File: src/rtl/load_store_unit.sv
`default_nettype none
// +----------------------------------------------------------------------------+
// | Module : load_store_unit                                                   |
// | Desc   : Accepts one load/store from the execute stage and drives the data |
// |          memory port. It checks alignment and range, and returns a        |
// |          sign- or zero-extended load result from big-endian memory.        |
// |          Defining MISALIGN_SPLIT_EN splits misaligned requests into byte   |
// |          accesses.                                                         |
// | Rev    : 1.0  initial release                                              |
// +----------------------------------------------------------------------------+
module load_store_unit #(
  parameter int MEM_BYTES = 64
) (
  input  logic        clk,
  input  logic        reset,
  input  logic        req_valid,
  output logic        req_ready,
  input  logic        req_write,
  input  logic [1:0]  req_size,
  input  logic        req_unsigned,
  input  logic [63:0] req_addr,
  input  logic [63:0] req_wdata,
  output logic        resp_valid,
  output logic        resp_err,
  output logic [63:0] resp_rdata,
  output logic [63:0] mem_addr,
  output logic [63:0] mem_wdata,
  output logic        mem_read,
  output logic        mem_write,
  output logic [1:0]  mem_size,
  input  logic [63:0] mem_rdata
);

  typedef enum logic [1:0] {
    S_IDLE   = 2'd0,
    S_ACCESS = 2'd1,
    S_SPLIT  = 2'd2,
    S_RESP   = 2'd3
  } state_t;

  state_t      r_state;
  state_t      w_next;

  logic        r_write;
  logic [1:0]  r_size;
  logic        r_unsigned;
  logic [63:0] r_addr;
  logic [63:0] r_wdata;
  logic        r_err;
  logic        r_resp_err;
  logic [63:0] r_resp_rdata;

  logic [3:0]  w_nbytes;
  logic [64:0] w_end;
  logic        w_range_err;
  logic        w_misaligned;
  logic        w_req_err;
  logic        w_req_split;
  logic [63:0] w_load_raw;
  logic [63:0] w_load_ext;

  function automatic logic [63:0] extend(input logic [63:0] raw, input logic [1:0] size,
                                         input logic uns);
    case (size)
      2'b00:   extend = uns ? {56'd0, raw[7:0]}  : {{56{raw[7]}},  raw[7:0]};
      2'b01:   extend = uns ? {48'd0, raw[15:0]} : {{48{raw[15]}}, raw[15:0]};
      2'b10:   extend = uns ? {32'd0, raw[31:0]} : {{32{raw[31]}}, raw[31:0]};
      default: extend = raw;
    endcase
  endfunction

  // Range is checked one bit wider than the address so a wrap near 2^64 still errors.
  assign w_nbytes    = 4'd1 << req_size;
  assign w_end       = {1'b0, req_addr} + {61'd0, w_nbytes};
  assign w_range_err = w_end > 65'(MEM_BYTES);

  always_comb begin
    w_misaligned = 1'b0;
    case (req_size)
      2'b01:   w_misaligned = req_addr[0];
      2'b10:   w_misaligned = |req_addr[1:0];
      2'b11:   w_misaligned = |req_addr[2:0];
      default: w_misaligned = 1'b0;
    endcase
  end

`ifdef MISALIGN_SPLIT_EN
  logic [2:0]  r_cnt;
  logic [55:0] r_acc;
  logic [3:0]  w_r_nbytes;
  logic [2:0]  w_last;
  logic [2:0]  w_rem;
  logic [7:0]  w_split_byte;

  assign w_req_err    = w_range_err;
  assign w_req_split  = w_misaligned && !w_range_err;
  assign w_r_nbytes   = 4'd1 << r_size;
  assign w_last       = 3'(w_r_nbytes - 4'd1);
  // Byte k of a split store is taken most-significant first.
  assign w_rem        = w_last - r_cnt;
  assign w_split_byte = 8'(r_wdata >> {w_rem, 3'b000});
  assign w_load_raw   = (r_state == S_SPLIT) ? {r_acc, mem_rdata[7:0]} : mem_rdata;
`else
  assign w_req_err    = w_range_err || w_misaligned;
  assign w_req_split  = 1'b0;
  assign w_load_raw   = mem_rdata;
`endif

  assign w_load_ext = extend(w_load_raw, r_size, r_unsigned);
  assign resp_err   = r_resp_err;
  assign resp_rdata = r_resp_rdata;

  always_comb begin
    w_next     = r_state;
    req_ready  = 1'b0;
    resp_valid = 1'b0;
    mem_addr   = 64'd0;
    mem_wdata  = 64'd0;
    mem_read   = 1'b0;
    mem_write  = 1'b0;
    mem_size   = 2'b00;
    case (r_state)
      S_IDLE: begin
        req_ready = 1'b1;
        if (req_valid) w_next = w_req_split ? S_SPLIT : S_ACCESS;
      end
      S_ACCESS: begin
        if (!r_err) begin
          mem_addr  = r_addr;
          mem_wdata = r_wdata;
          mem_size  = r_size;
          mem_read  = !r_write;
          mem_write = r_write;
        end
        w_next = S_RESP;
      end
`ifdef MISALIGN_SPLIT_EN
      S_SPLIT: begin
        mem_addr  = r_addr + 64'(r_cnt);
        mem_wdata = {56'd0, w_split_byte};
        mem_read  = !r_write;
        mem_write = r_write;
        if (r_cnt == w_last) w_next = S_RESP;
      end
`endif
      S_RESP: begin
        resp_valid = 1'b1;
        w_next     = S_IDLE;
      end
      default: w_next = S_IDLE;
    endcase
  end

  always_ff @(posedge clk or posedge reset) begin
    if (reset) begin
      r_state      <= S_IDLE;
      r_write      <= 1'b0;
      r_size       <= 2'b00;
      r_unsigned   <= 1'b0;
      r_addr       <= 64'd0;
      r_wdata      <= 64'd0;
      r_err        <= 1'b0;
      r_resp_err   <= 1'b0;
      r_resp_rdata <= 64'd0;
`ifdef MISALIGN_SPLIT_EN
      r_cnt        <= 3'd0;
      r_acc        <= 56'd0;
`endif
    end else begin
      r_state <= w_next;
      if (r_state == S_IDLE && req_valid) begin
        r_write    <= req_write;
        r_size     <= req_size;
        r_unsigned <= req_unsigned;
        r_addr     <= req_addr;
        r_wdata    <= req_wdata;
        r_err      <= w_req_err;
`ifdef MISALIGN_SPLIT_EN
        r_cnt      <= 3'd0;
        r_acc      <= 56'd0;
`endif
      end
`ifdef MISALIGN_SPLIT_EN
      if (r_state == S_SPLIT) begin
        r_cnt <= r_cnt + 3'd1;
        r_acc <= {r_acc[47:0], mem_rdata[7:0]};
      end
`endif
      // The response is latched on the last access cycle so it appears with resp_valid.
      if (w_next == S_RESP) begin
        r_resp_err   <= r_err;
        r_resp_rdata <= (r_write || r_err) ? 64'd0 : w_load_ext;
      end
    end
  end

endmodule
`default_nettype wire

File: config.mk
export PLATFORM = sky130hd
export DESIGN_NAME = load_store_unit
export DESIGN_NICKNAME = d
export VERILOG_FILES = /design/src/rtl/load_store_unit.sv
export SDC_FILE = /design/constraint.sdc
export NUM_CORES = 1
export LEC_CHECK = 0
export ABC_CLOCK_PERIOD_IN_PS = 8000
export CORE_ASPECT_RATIO = 1.1
export CORE_MARGIN = 4
export CORE_UTILIZATION = 45
export DETAILED_ROUTE_END_ITERATION = 8
export HOLD_SLACK_MARGIN = 0.05
export PLACE_DENSITY = 0.82
export RECOVER_POWER = 25
export SLEW_MARGIN = 0
export SYNTH_ARGS = -nofsm -noshare
export SYNTH_HDL_FRONTEND = slang
export SYNTH_SLANG_ARGS = --single-unit
File: constraint.sdc
create_clock -name clk -period 8 [get_ports clk]
set_input_delay 1.6 -clock clk [delete_from_list [all_inputs] [get_ports clk]]
set_output_delay 1.6 -clock clk [all_outputs]
set_load 0.1 [all_outputs]
==> impl_metrics.yaml <==
finish:
  syn_to_final_growth_pct: 46.2
  nNetsFinal: 1589
  seqCellArea_mm2: 0.00500
  multi_input_area_mm2: 0.00513
  instances_no_fill: 1699
  drive_gt1_share_pct: 13.4
  num-fill-cells: 1864
power_and_ir_drop:
  ir_worst_vdd_v: 0.000167
  power_density_mw_per_mm2: 225
  p_leak_nw: 6.28
critical_path:
  slowest_delay_ns: 1.16
  crit_required_ns: 6.40
  crit_family: "buffers and inverters"
  crit_type: "flip-flop to primary output"
  path_max_fanout: 112
  crit_path_end_kind: "primary output"
  crit_start: "r_state[1]"
  path_cells: "nand2b_2, buf_4, nor2_4, buf_4, and2_1, clkdlybuf4s50_1"
  timing.rr.start: "r_size[0]"
  cp-start-kind: "flip-flop"
  path_buf_inv: 3
  arrival_ns: 4.02
  crit_top_cell: "buf_4"
  cpMaxStageDelayCell: "clkdlybuf4s50_1"
placement:
  gp_congestion: 0.930
  dpl_worst_slack_ns: 2.62
  dp_hpwl_um: 25500
  dp_cells: 1666
  port_buffers: 397
grt:
  grt_overflow: 0
  grt_pass1_wl_um: 54300
  grt.total_usage_pct: 26.3
  antenna_found_initial: 1
  grt_max_degree: 129
  grt_pass1_vias: 9613
route:
  vias: 9497
  wirelength_um: 34300
  drc: 0
  drt_pass1_iterations: 6
  antenna_left: 0
  drt-initial-drc-count: 828
  wire_per_inst_um: 20.2
  drt-vias-per-instance: 5.59
floorplanning:
  core_mm2: 0.0228
  dieArea_mm2: 0.0256
  rows: 58
  start_util_pct: 45.7
  dieHeight_um: 168
  pin_count: 398
  die_x_um: 153
yosys:
  synth_common_cells: "200 x dfrtp_1, 142 x and2_1, 134 x mux2_2"
  syn_nets: 1227
  synth_edf_count: 0
  synth_top_area_cell: "dfrtp_1"
  yosysWarnings: 0
  syn_area_mm2: 0.0104
  synthArstFlopShare_pct: 100
  synthCells: 1023
  postSynthAreaPerCell_um2: 10.2
  synthTopCellsByArea: "dfrtp_1 48%, mux2_2 14%, and2_1 8.5%, nand2_1 4.3%, o21ai_0 3.2%"
  yosysSeqAreaShare_pct: 48.1
  synth_cell_types: 59
  synth_seq_cells: 200
  synth_top_cell_area_share_pct: 48.1
  synth_ff_type: "dfrtp_1"
  synth_most_common_cell: "dfrtp_1"
cts:
  h-tree-depth: 4
  cts_root_buf: "clkbuf_16"
  cts_buffers: 17
  clock_latency_ns: 0.44
  clk_pin_slew_worst_paths_ns: 0.09
  numClockSinks: 200
  cts_resized: 0
  cts_hold_buf: 0
  postCtsSetupBuffers: 0
  clock_path_buffers: 2
  cts_tree: "yes"
timing:
  fmax_mhz: 178
  tightest_slew_ns: 1.99
  fin_tns_setup_ns: 0
  post-route-period-util_pct: 70.2
  slew_violations: 18
  rsz0062_at_grt: "false"
  worst_slack_ns: 2.38
  final-hold-violation-count: 0
  skew_ns: 0.0166
  post-route-min-period_ns: 5.62
  setup_viol: 0
  relSlewSlack_pct: -33.9
outcome:
  violations: "capacitance limit, slew limit"
  status: "complete, but fails checks"
run:
  cap_violations: 1
min_path:
  min_path_type: "flip-flop to flip-flop"
  min_from: "resp_rdata[53]"
-- layout make-up --
type / count / share of cell area [%]
multi-input combinational: 749 / 33.7
tap: 300 / 2.47
timing repair buffer: 403 / 26.4
sequential: 200 / 32.9
clock inverter: 15 / 1.32
clock buffer: 17 / 2.80
inverter: 14 / 0.395
antenna: 1 / 0.0164
-- path summary, 6_finish.rpt --
kind | end | slack, ns | depth (start not counted)
setup / recovery | mem_addr[1] | 2.38 | 6
hold / removal | resp_rdata[53] | 0.47 | 2
setup reg to reg | resp_rdata[32] | 4.37 | 6
hold reg to reg | resp_rdata[53] | 0.47 | 2
max in group asynchronous | r_wdata[4] | 4.58 | 3
min in group asynchronous | r_wdata[16] | 1.86 | 2
-- per-layer routing --
layer | vias up | share of wire (%) | wire, um | global-route usage, %
met5 | - | 0 | 0 | 0
met4 | 0 | 2.4 | 839 | 8.87
met3 | 66 | 7.7 | 2640 | 5.89
met2 | 436 | 49 | 17000 | 44.3
met1 | 4672 | 40 | 13900 | 33.7
li1 | 4323 | - | - | -
-- cells by family (layout without fill, tap and decap cells) --
family                   Yosys count  in the layout  share of synthesized area (%)
AO/OA/AOI/OAI                    148            148                           8.75
adder cells (fa/ha/maj)            5              5                          0.673
buffers and inverters             74            449                           2.82
flip-flops                       200            200                           48.1
AND/OR/NAND/NOR                  434            434                           22.8
multiplexers                     141            141                           15.2
other                              0              1                              0
XOR/XNOR                          21             21                           1.77
-- cell usage in the layout, fill, tap and decap left out, types with 7 or more instances in the layout --
cell             count
a22o_1              17
o21ai_0             67
xor2_1               9
nor4_1              18
xnor2_1             12
nand3_1             28
nor2b_1              7
nor3_1              18
a31oi_1              8
mux2_2             134
dfrtp_1            200
and2_1             142
a21oi_1             25
nand2_1            119
and3_1              15
mux2i_1              7
nor2_1              24
clkbuf_16           17
clkdlybuf4s50_1    394
inv_1               12
and4_1               8
nand4_1             23
-- sequential cells by signal, indices dropped and copies added, names as in the netlist --
register,cells
r_state,2
resp_rdata,64
r_err,1
resp_err,1
r_wdata,64
r_unsigned,1
r_addr,64
r_size,2
r_write,1
-- where the power goes --
| group | total, mW | internal (mW) | switching (mW) |
|---|---|---|---|
| sequential | 1.54 | 1.36 | 0.174 |
| clock | 0.916 | 0.437 | 0.479 |
| combinational | 0.971 | 0.502 | 0.469 |
-- per-stage QoR --
step                power (mW)  instance area (um2)  util (%)  hold WS (ns)
floorplan                 2.21                10400         -         0.450
global placement          2.48                14600      64.1         0.448
detailed placement        2.54                14600      64.1         0.455
CTS                       3.45                15200      66.8         0.476
global route              3.62                15200      66.8         0.498
finish                    3.42                15200      66.8         0.473
-- tightest hold or removal path, delay by kind of cell (launching register included) --
family	cells	cell delay, ns
flip-flops	1	0.35
AND/OR/NAND/NOR	2	0.10
(Power assumes the default switching activity.)
